$ cat src/rtl/fetch_mem_arbiter_pkg.sv
// Shared types for the fetch/LSU memory arbiter: response owner tags and the
// memory request bundle, also reused by the LSU and the memory model.
package fetch_mem_arbiter_pkg;

    localparam int ARB_ADDR_W = 32;
    localparam int ARB_DATA_W = 32;

    typedef enum logic [1:0] {
        OWN_NONE  = 2'd0,
        OWN_FETCH = 2'd1,
        OWN_DATA  = 2'd2
    } owner_t;

    typedef struct packed {
        logic                    en;
        logic                    we;
        logic [ARB_ADDR_W-1:0]   addr;
        logic [ARB_DATA_W-1:0]   wdata;
        logic [ARB_DATA_W/8-1:0] wstrb;
    } mem_req_t;

    function automatic int streak_w(input int max_streak);
        return $clog2(max_streak + 1);
    endfunction

endpackage

$ cat src/rtl/fetch_mem_arbiter_if.sv
// Bus bundle between the arbiter (slave view) and fetch stage, LSU and memory
// (master view). owner_dbg/streak_dbg expose internal state for checkers.
interface fetch_mem_arbiter_if #(
    parameter int ADDR_W     = 32,
    parameter int DATA_W     = 32,
    parameter int MAX_STREAK = 3
) ();
    import fetch_mem_arbiter_pkg::*;

    localparam int STREAK_W = streak_w(MAX_STREAK);

    // Handshakes: fetch always requests and is granted when f_stall=0; the LSU
    // raises d_req and holds d_* stable until the cycle d_ack=1 (transfer
    // cycle). Read data returns one cycle after grant with f_rvalid/d_rvalid.
    logic [ADDR_W-1:0]   f_addr;
    logic                f_flush;
    logic                f_stall;
    logic [DATA_W-1:0]   f_rdata;
    logic                f_rvalid;

    logic                d_req;
    logic                d_we;
    logic [ADDR_W-1:0]   d_addr;
    logic [DATA_W-1:0]   d_wdata;
    logic [DATA_W/8-1:0] d_wstrb;
    logic                d_ack;
    logic [DATA_W-1:0]   d_rdata;
    logic                d_rvalid;

    logic                m_en;
    logic                m_we;
    logic [ADDR_W-1:0]   m_addr;
    logic [DATA_W-1:0]   m_wdata;
    logic [DATA_W/8-1:0] m_wstrb;
    logic [DATA_W-1:0]   m_rdata;

    owner_t              owner_dbg;
    logic [STREAK_W-1:0] streak_dbg;

    modport slave (
        input  f_addr, f_flush, d_req, d_we, d_addr, d_wdata, d_wstrb, m_rdata,
        output f_stall, f_rdata, f_rvalid, d_ack, d_rdata, d_rvalid,
               m_en, m_we, m_addr, m_wdata, m_wstrb, owner_dbg, streak_dbg
    );

    modport master (
        output f_addr, f_flush, d_req, d_we, d_addr, d_wdata, d_wstrb, m_rdata,
        input  f_stall, f_rdata, f_rvalid, d_ack, d_rdata, d_rvalid,
               m_en, m_we, m_addr, m_wdata, m_wstrb, owner_dbg, streak_dbg
    );

endinterface

$ cat src/rtl/fetch_mem_arbiter_streak_counter.sv
// Saturating up-counter tracking consecutive data grants; clr wins over inc.
module streak_counter #(
    parameter int MAX = 3,
    parameter int W   = $clog2(MAX + 1)
) (
    input  logic         clk,
    input  logic         rst,
    input  logic         inc,
    input  logic         clr,
    output logic [W-1:0] count
);

    localparam logic [W-1:0] CMAX = W'(MAX);

    always_ff @(posedge clk) begin
        if (rst || clr) begin
            count <= '0;
        end else if (inc && (count != CMAX)) begin
            count <= count + 1'b1;
        end
    end

endmodule

$ cat src/rtl/fetch_mem_arbiter.sv
// Arbitrates a single-ported synchronous-read memory between instruction
// fetch and the LSU; data wins until the streak limit forces a fetch slot.
module fetch_mem_arbiter
    import fetch_mem_arbiter_pkg::*;
#(
    parameter int ADDR_W     = ARB_ADDR_W,
    parameter int DATA_W     = ARB_DATA_W,
    parameter int MAX_STREAK = 3
) (
    input logic                clk,
    input logic                rst,
    fetch_mem_arbiter_if.slave bus
);

    localparam int                   STREAK_W   = streak_w(MAX_STREAK);
    localparam logic [STREAK_W-1:0]  STREAK_MAX = STREAK_W'(MAX_STREAK);
    localparam logic [ADDR_W-1:0]    NO_ADDR    = '0;
    localparam logic [DATA_W-1:0]    NO_DATA    = '0;
    localparam logic [DATA_W/8-1:0]  NO_STRB    = '0;

    logic                grant_d;
    logic                grant_f;
    logic [STREAK_W-1:0] streak;
    owner_t              owner;
    owner_t              owner_next;
    logic                flushed;
    logic                flushed_next;
    mem_req_t            req;

    assign grant_d = ~rst & bus.d_req & (streak < STREAK_MAX);
    assign grant_f = ~rst & ~grant_d;

    streak_counter #(.MAX(MAX_STREAK), .W(STREAK_W)) u_streak (
        .clk   (clk),
        .rst   (rst),
        .inc   (grant_d),
        .clr   (grant_f),
        .count (streak)
    );

    always_comb begin
        req = '{en: 1'b0, we: 1'b0, addr: NO_ADDR, wdata: NO_DATA, wstrb: NO_STRB};
        if (grant_d) begin
            req.en    = 1'b1;
            req.we    = bus.d_we;
            req.addr  = bus.d_addr;
            req.wdata = bus.d_wdata;
            req.wstrb = bus.d_we ? bus.d_wstrb : NO_STRB;
        end else if (grant_f) begin
            req.en   = 1'b1;
            req.addr = bus.f_addr;
        end
    end

    // Owner tags which requester the next-cycle m_rdata belongs to; writes
    // return nothing, so they leave the slot unowned.
    always_comb begin
        owner_next   = OWN_NONE;
        flushed_next = 1'b0;
        if (grant_f) begin
            owner_next   = OWN_FETCH;
            flushed_next = bus.f_flush;
        end else if (grant_d && !bus.d_we) begin
            owner_next = OWN_DATA;
        end
    end

    always_ff @(posedge clk) begin
        if (rst) begin
            owner   <= OWN_NONE;
            flushed <= 1'b0;
        end else begin
            owner   <= owner_next;
            flushed <= flushed_next;
        end
    end

    assign bus.m_en    = req.en;
    assign bus.m_we    = req.we;
    assign bus.m_addr  = req.addr;
    assign bus.m_wdata = req.wdata;
    assign bus.m_wstrb = req.wstrb;

    assign bus.d_ack   = grant_d;
    assign bus.f_stall = ~grant_f;

    // rst gating drops a response whose owner was captured before reset.
    assign bus.f_rvalid = ~rst & (owner == OWN_FETCH) & ~flushed & ~bus.f_flush;
    assign bus.d_rvalid = ~rst & (owner == OWN_DATA);
    assign bus.f_rdata  = bus.m_rdata;
    assign bus.d_rdata  = bus.m_rdata;

    assign bus.owner_dbg  = owner;
    assign bus.streak_dbg = streak;

endmodule

$ cat src/flat_wrapper.sv
// flat-port wrapper written by rule: the top's interface ports become plain ports
module fetch_mem_arbiter_flat import fetch_mem_arbiter_pkg::*;
#(
    parameter int ADDR_W     = ARB_ADDR_W,
    parameter int DATA_W     = ARB_DATA_W,
    parameter int MAX_STREAK = 3
)
  (clk, rst, bus_f_addr, bus_f_flush, bus_d_req, bus_d_we, bus_d_addr, bus_d_wdata, bus_d_wstrb, bus_m_rdata, bus_f_stall, bus_f_rdata, bus_f_rvalid, bus_d_ack, bus_d_rdata, bus_d_rvalid, bus_m_en, bus_m_we, bus_m_addr, bus_m_wdata, bus_m_wstrb, bus_owner_dbg, bus_streak_dbg);
  fetch_mem_arbiter_if #(.ADDR_W(ADDR_W), .DATA_W(DATA_W), .MAX_STREAK(MAX_STREAK)) bus_i ();
  input logic clk;
  input logic rst;
  input wire logic [$bits(bus_i.f_addr)-1:0] bus_f_addr;
  input wire logic [$bits(bus_i.f_flush)-1:0] bus_f_flush;
  input wire logic [$bits(bus_i.d_req)-1:0] bus_d_req;
  input wire logic [$bits(bus_i.d_we)-1:0] bus_d_we;
  input wire logic [$bits(bus_i.d_addr)-1:0] bus_d_addr;
  input wire logic [$bits(bus_i.d_wdata)-1:0] bus_d_wdata;
  input wire logic [$bits(bus_i.d_wstrb)-1:0] bus_d_wstrb;
  input wire logic [$bits(bus_i.m_rdata)-1:0] bus_m_rdata;
  output wire logic [$bits(bus_i.f_stall)-1:0] bus_f_stall;
  output wire logic [$bits(bus_i.f_rdata)-1:0] bus_f_rdata;
  output wire logic [$bits(bus_i.f_rvalid)-1:0] bus_f_rvalid;
  output wire logic [$bits(bus_i.d_ack)-1:0] bus_d_ack;
  output wire logic [$bits(bus_i.d_rdata)-1:0] bus_d_rdata;
  output wire logic [$bits(bus_i.d_rvalid)-1:0] bus_d_rvalid;
  output wire logic [$bits(bus_i.m_en)-1:0] bus_m_en;
  output wire logic [$bits(bus_i.m_we)-1:0] bus_m_we;
  output wire logic [$bits(bus_i.m_addr)-1:0] bus_m_addr;
  output wire logic [$bits(bus_i.m_wdata)-1:0] bus_m_wdata;
  output wire logic [$bits(bus_i.m_wstrb)-1:0] bus_m_wstrb;
  output wire logic [$bits(bus_i.owner_dbg)-1:0] bus_owner_dbg;
  output wire logic [$bits(bus_i.streak_dbg)-1:0] bus_streak_dbg;
  assign bus_i.f_addr = bus_f_addr;
  assign bus_i.f_flush = bus_f_flush;
  assign bus_i.d_req = bus_d_req;
  assign bus_i.d_we = bus_d_we;
  assign bus_i.d_addr = bus_d_addr;
  assign bus_i.d_wdata = bus_d_wdata;
  assign bus_i.d_wstrb = bus_d_wstrb;
  assign bus_i.m_rdata = bus_m_rdata;
  assign bus_f_stall = bus_i.f_stall;
  assign bus_f_rdata = bus_i.f_rdata;
  assign bus_f_rvalid = bus_i.f_rvalid;
  assign bus_d_ack = bus_i.d_ack;
  assign bus_d_rdata = bus_i.d_rdata;
  assign bus_d_rvalid = bus_i.d_rvalid;
  assign bus_m_en = bus_i.m_en;
  assign bus_m_we = bus_i.m_we;
  assign bus_m_addr = bus_i.m_addr;
  assign bus_m_wdata = bus_i.m_wdata;
  assign bus_m_wstrb = bus_i.m_wstrb;
  assign bus_owner_dbg = bus_i.owner_dbg;
  assign bus_streak_dbg = bus_i.streak_dbg;
  fetch_mem_arbiter #(.ADDR_W(ADDR_W), .DATA_W(DATA_W), .MAX_STREAK(MAX_STREAK)) u_core (.clk(clk), .rst(rst), .bus(bus_i));
endmodule
$ cat config.mk
export PLATFORM = sky130hd
export DESIGN_NAME = fetch_mem_arbiter_flat
export DESIGN_NICKNAME = d
export VERILOG_FILES = /design/src/rtl/fetch_mem_arbiter_pkg.sv /design/src/rtl/fetch_mem_arbiter_if.sv /design/src/rtl/fetch_mem_arbiter_streak_counter.sv /design/src/rtl/fetch_mem_arbiter.sv /design/src/flat_wrapper.sv
export SDC_FILE = /design/constraint.sdc
export NUM_CORES = 1
export LEC_CHECK = 0
export CAP_MARGIN = 20
export CORE_AREA = 3 3 106 108
export CTS_BUF_LIST = sky130_fd_sc_hd__clkbuf_4 sky130_fd_sc_hd__clkbuf_8
export DETAILED_ROUTE_END_ITERATION = 6
export DIE_AREA = 0 0 109 111
export PLACE_DENSITY_LB_ADDON = 0.12
export SLEW_MARGIN = 25
export SYNTH_ARGS = -nofsm -noshare
export SYNTH_HDL_FRONTEND = slang
export SYNTH_SLANG_ARGS = --single-unit
$ cat constraint.sdc
create_clock -name clk -period 1.4 [get_ports clk]
set_clock_uncertainty 0.15 [all_clocks]
set_input_delay 0.14 -clock clk [delete_from_list [all_inputs] [get_ports clk]]
set_output_delay 0.14 -clock clk [all_outputs]
set_load 0.05 [all_outputs]
==> results of run 1 <==
[power breakdown]
| group | total [uW] | leakage [uW] | switching, uW | internal, uW |
|---|---|---|---|---|
| Combinational | 1720 | 0.00174 | 822 | 895 |
| Sequential | 156 | 0.0000438 | 9.50 | 147 |
| Clock | 289 | 0.0000262 | 74.0 | 215 |
| Total | 2160 | 0.00181 | 905 | 1260 |
[per-stage QoR]
| step | instance area, sq um | hold WS, ns | worst slack [ns] | power [uW] |
|---|---|---|---|---|
| after floorplan | 2300 | 0.0519 | -0.197 | 1470 |
| after detailed placement | 4170 | 0.130 | -0.460 | 1670 |
| final | 4910 | 0.130 | -0.468 | 2160 |
| after global routing | 4910 | 0.130 | -0.520 | 2260 |
| after CTS | 4840 | 0.130 | -0.492 | 2170 |
| after global placement | 4170 | 0.130 | -0.423 | 1670 |
[final timing paths]
path	from	cells past startpoint	slack, ns	endpoint
setup / recovery	u_core.u_streak.count[1]	6	-0.47	bus_m_addr[1]
hold / removal	bus_m_rdata[18]	0	0.13	bus_d_rdata[18]
setup reg to reg	u_core.u_streak.count[1]	7	-0.13	u_core.flushed
hold reg to reg	u_core.u_streak.count[0]	2	0.39	u_core.u_streak.count[0]
[cell families after synthesis]
group / count (synthesis)
AO/OA/AOI/OAI: 32
adder cells (fa/ha/maj): 1
buffers and inverters: 86
flip-flops: 5
AND/OR/NAND/NOR: 112
[routing by layer]
metal	track usage, %	vias to the layer above	part of all wire, %	wire length, microns
li1	-	998	-	-
met1	15.0	988	33	3020
met2	26.2	115	54	4930
met3	4.54	16	11	1010
met4	2.95	0	1.1	102
met5	0	-	0	0
[cell usage after synthesis, drive strengths merged]
| cell | instances | area [sq um] |
|---|---|---|
| buf | 68 | 500 |
| and2 | 34 | 213 |
| nand2b | 33 | 206 |
| nand4bb | 32 | 360 |
| o21ai | 32 | 160 |
| clkbuf | 17 | 68.8 |
| dfxtp | 5 | 100 |
| and3 | 4 | 25.0 |
| nor2b | 3 | 21.3 |
| nor3b | 3 | 33.8 |
| ha | 1 | 12.5 |
| inv | 1 | 3.75 |
| nor2 | 1 | 3.75 |
| nor4 | 1 | 6.26 |
| or2 | 1 | 6.26 |
[registers in the layout, summed over array words and instances, names as in the netlist]
signal,flops
u_core.flushed,1
u_core.bus.owner_dbg,2
u_core.u_streak.count,2
[timing repair]
item	CTS	global route
endpoints found under the setup margin	74	77
pin swaps	13	12
cloned	2	2
setup buffers	9	2
gates resized for setup	62	7
[cell type report]
cell class / instances / area (sq um) / share of cell area (%)
tap: 136 / 170 / 3.47
multi-input combinational: 145 / 1820 / 37.2
antenna: 1 / 2.50 / 0.0510
inverter: 1 / 3.75 / 0.0765
sequential: 5 / 115 / 2.35
timing repair buffer: 211 / 2740 / 55.9
clock buffer: 4 / 48.8 / 0.994
==> metrics.txt, run 1 <==
measured slew at the worst slew-check pin roughly 0.26 ns; Achievable Freq 535 MHz; crit end category primary output; hold buffer count at cts 0; DP HPWL 6800 microns; Worst Path Buf+Inv 3; Ys Warns 0; CP max FO 6; most frequent cells in the layout clkdlybuf4s50_1, buf_12, and2_4; relative slew slack 82.2%; Syn Nets 374; post-synthesis sequential area ratio 5.81%; H-tree depth 1; fin worst setup slack -0.468 ns; Synth Cell Area 0.00172 sq mm; vias per std cell 4.21; Ports 279; Hold WC Path Type input port to primary output; Max Slew Vio Count 0; number of remaining DRC errors 0; DRT antenna net count 0; TritonCTS Sinks 5; Final Util 47.5%; first-pass GRT wire length 13200 microns; Pwr Density roughly 440 mW/mm^2; largest family of logic cells by synthesized area simple AND/OR/NAND/NOR gates; Post-Synth Adder-Cell Area 0.727%; vias 2117; Final Critical Period 1.87 ns; Worst Path Arrival 1.58 ns; initial core utilization ~17%; compound-cell area share of the yosys netlist under 10%; vias in the first global route 2235; TritonRoute pass-1 iters 4; clk slew on worst S/H paths 0.04 ns; share of cells above drive strength 1 57.4%; Post-Syn Area per Cell 7.30 sq um; max-cap viol count 0; simple-gate area share of the yosys netlist around 51%; Die X 109 microns; worst path required time 1.11 ns; Final Instance Count excl. Fillers 503; critical-path cell list ha_4 -> buf_12 -> nor2b_4 -> buf_4 -> o21ai_2 -> buf_4; largest net degree at the start of global routing 64; Leak about 0.0018 uW; number of distinct library cells after synthesis 19; RSZ-0062 raised after global routing yes; I/O Buffers 182; Max IR drop VDD 0.000165 V; setup_tns -30.44 ns; status finished with violations; Synth Area in XOR/XNOR 0%; period utilization 133%; CTS buffer count 3; post-synthesis register bit count 5; last weighted congestion value of the routability-driven placer 0.652; Final Hold Vio Count 0; Crit-path slowest cell dfxtp_4; most frequent CP cell buf_4; Worst path max stage delay about 0.34 ns; Chip Height 111 microns; violated checks negative setup slack; clock root cell clkbuf_8; die area approximately 0.012 sq mm; clk buf depth 2; Layout area overhead 185%; total global routing overflow 0; startpoint types flip-flop; cells after synthesis 236; Crit path max-delay family buffers and inverters; antenna violations before repair 1; final-report setup violation count 74; Skew-Pair Late Insertion Delay 0.22 ns; overall routed net length between 9000 and 10000 microns; fillers 954; starting DRC count in detailed routing 68; Row Count 37; DP Cell Count 484; GRT Overall Usage ~14%; TritonCTS clock tree yes; most common cell after layout, fill and taps aside clkdlybuf4s50_1; total core area around 0.010 sq mm; per-cell routed wire length 18.0 microns; mux share of post-synthesis cell area 0%; kind of critical path flip-flop to primary output; # nets final 505
Note: power is estimated with default switching activity, not from simulation.
==> inputs of run 2 (changes only) <==
--- a/config.mk
+++ b/config.mk
@@ -5,11 +5,13 @@
 export SDC_FILE = /design/constraint.sdc
 export NUM_CORES = 1
 export LEC_CHECK = 0
+export ABC_AREA = 1
 export CAP_MARGIN = 20
-export CORE_AREA = 3 3 106 108
+export CORE_AREA = 3 3 108 110
 export CTS_BUF_LIST = sky130_fd_sc_hd__clkbuf_4 sky130_fd_sc_hd__clkbuf_8
 export DETAILED_ROUTE_END_ITERATION = 6
-export DIE_AREA = 0 0 109 111
+export DIE_AREA = 0 0 111 113
+export DONT_BUFFER_PORTS = 1
 export PLACE_DENSITY_LB_ADDON = 0.12
 export SLEW_MARGIN = 25
 export SYNTH_ARGS = -nofsm -noshare
==> metrics.txt, run 2 <==
status finished with violations; violated checks negative setup slack; post-synthesis register bit count 5; number of distinct library cells after synthesis 16; measured slew at the worst slew-check pin a little over 0.4 ns; Final Hold Vio Count 0; Chip Height around 110 microns; most common cell after layout, fill and taps aside nor2_4; DRT antenna net count 0; Hold WC Path Type input port to flip-flop; Worst Path Arrival 1.45 ns; H-tree depth 1; cells after synthesis around 280; max-cap viol count 0; top post-synthesis cells by count buf_4, inv_1, nand2_1; clock root cell clkbuf_8; vias in the first global route 1846; I/O Buffers 0; TritonRoute pass-1 iters 3; Layout area overhead 68.6%; relative slew slack between 70% and 80%; Max Slew Vio Count 0; Reg area 110 sq um; largest net degree at the start of global routing 68; CTS buffer count 3; CP max FO 20; fillers 1156; Row Count 38; DP HPWL roughly 4600 microns; TritonCTS clock tree yes; startpoint types flip-flop; dpl ws -0.127 ns; Skew-Pair Late Insertion Delay between 0.2 and 0.25 ns; post-synth top area cell buf_4; post-synthesis sequential area ratio 6.11%; vias per std cell 4.15; clk buf depth 2; worst-case reg-to-reg path depth 8; die area 0.0125 sq mm; worst path required time around 1.1 ns; first-pass GRT wire length around 9400 microns; clk slew on worst S/H paths 0.03 ns; kind of critical path flip-flop to primary output; Multi-input gate area 0.00143 sq mm; Ports between 200 and 300; Syn Nets around 420; total core area 0.0108 sq mm; crit end category primary output; number of remaining DRC errors 0; Pwr Density 536 mW/mm^2; hold depth 3; share of cells above drive strength 1 64.9%; top cells by area, synth buf_4, nand4_1, nand3_1; Achievable Freq 575 MHz; Post-synth EDFFs 0; TritonCTS Sinks 5; Post-Syn Area per Cell 5.87 sq um; Synth Cell Area roughly 0.0016 sq mm; most frequent cell after synthesis buf_4; last weighted congestion value of the routability-driven placer 0.656; Max IR drop VDD approximately 0.00018 V; RSZ-0062 raised after global routing yes; most frequent cells in the layout nor2_4, inv_1, nand4_1, nand2_4, buf_6; period utilization 124%; total global routing overflow 0; initial core utilization 15.2%; share of the synthesized area in the top cell type 31.6%; setup_tns -21.02 ns; Ys Warns 0; Final Util between 20% and 30%; final-report setup violation count 72; # diodes 0; per-cell routed wire length 15.1 microns; Die X 111 microns; starting DRC count in detailed routing 27; vias 1668; Final Critical Period 1.74 ns; Top FF cell, synth dfxtp_1; overall routed net length approximately 6100 microns; antenna violations before repair 0; fin worst setup slack -0.340 ns; GRT Overall Usage 9.14%; Leak 0.00116 uW; # nets final 401; ys async rst share 0%
## run 2: cell count changes after synthesis, sizes merged, moves of 32 or more
cell and delta:
nand3 +33, and2 -34, inv +39, nand2b -33, nand4 +32, nand4bb -32
nor2 +41, nand2 +39, o21ai -32
## run 2: where the power goes
part           switching (uW)  leakage, uW  internal (uW)
sequential               5.70    0.0000432            149
clock                    68.9    0.0000262            215
combinational             728      0.00109            314
total                     803      0.00116            678
## run 2: kinds of logic (layout without fill, tap and decap cells)
kind of cell / after synthesis / count (layout) / synth area share (%)
buffers and inverters: 125 / 108 / 48.7
DFF: 5 / 5 / 6.11
and+or+nand+nor: 148 / 148 / 44.4
adders and majority gates: 1 / 1 / 0.764
## run 2: area by class of cell
class	count	share of cell area, %
tap	140	6.34
sequential	5	3.99
inverter	40	5.66
clock buffer	4	1.77
multi-input combinational	149	51.6
timing repair buffer	64	30.6
## run 2: final timing paths
check                                                 to  slack, ns                     start
worst max-delay path                      bus_m_addr[19]      -0.34  u_core.u_streak.count[1]
worst min-delay path             u_core.bus.owner_dbg[1]       0.13                 bus_d_req
worst max register to register   u_core.bus.owner_dbg[0]      -0.02  u_core.u_streak.count[1]
worst min register to register  u_core.u_streak.count[1]       0.44  u_core.u_streak.count[0]
## run 2: metrics by stage
step                      total power (uW)  hold WS, ns  instances  area [sq um]
after CTS                             1470        0.130        399          2620
final                                 1480        0.127        402          2760
after floorplan                       1460       0.0495        279          2200
after detailed placement              1090       0.0516        391          2260
after global placement                1090       0.0516        391          2260
after global routing                  1560        0.130        402          2760
## run 2: worst max-delay path, cell delays in order (launching register included)
cell,delay [ns]
dfxtp_4,0.34
ha_4,0.16
inv_4,0.06
buf_6,0.12
buf_12,0.15
nand4_1,0.17
nand2_4,0.21
## run 2: metal layers
metal,share of wire (%),vias up,global-route usage (%)
li1,-,780,-
met5,0,-,0
met1,31,755,8.87
met4,2.1,0,3.45
met3,12,13,4.12
met2,54,120,17.0
## run 2: timing repair
action,in CTS,in global routing
buffers inserted,1,2
endpoints found under the hold margin,2,0
setup endpoints to repair,72,73
hold buffers,2,0
gates cloned,1,1
gates resized for setup,62,20
pin swaps,22,18
==> inputs of run 3 (changes only) <==
--- a/config.mk
+++ b/config.mk
@@ -9,6 +9,7 @@
 export CAP_MARGIN = 20
 export CORE_AREA = 3 3 108 110
 export CTS_BUF_LIST = sky130_fd_sc_hd__clkbuf_4 sky130_fd_sc_hd__clkbuf_8
+export CTS_CLUSTER_SIZE = 16
 export DETAILED_ROUTE_END_ITERATION = 6
 export DIE_AREA = 0 0 111 113
 export DONT_BUFFER_PORTS = 1
==> results of run 3 <==
Same layout as run 2: the final DEF is identical, and so are final timing and power.
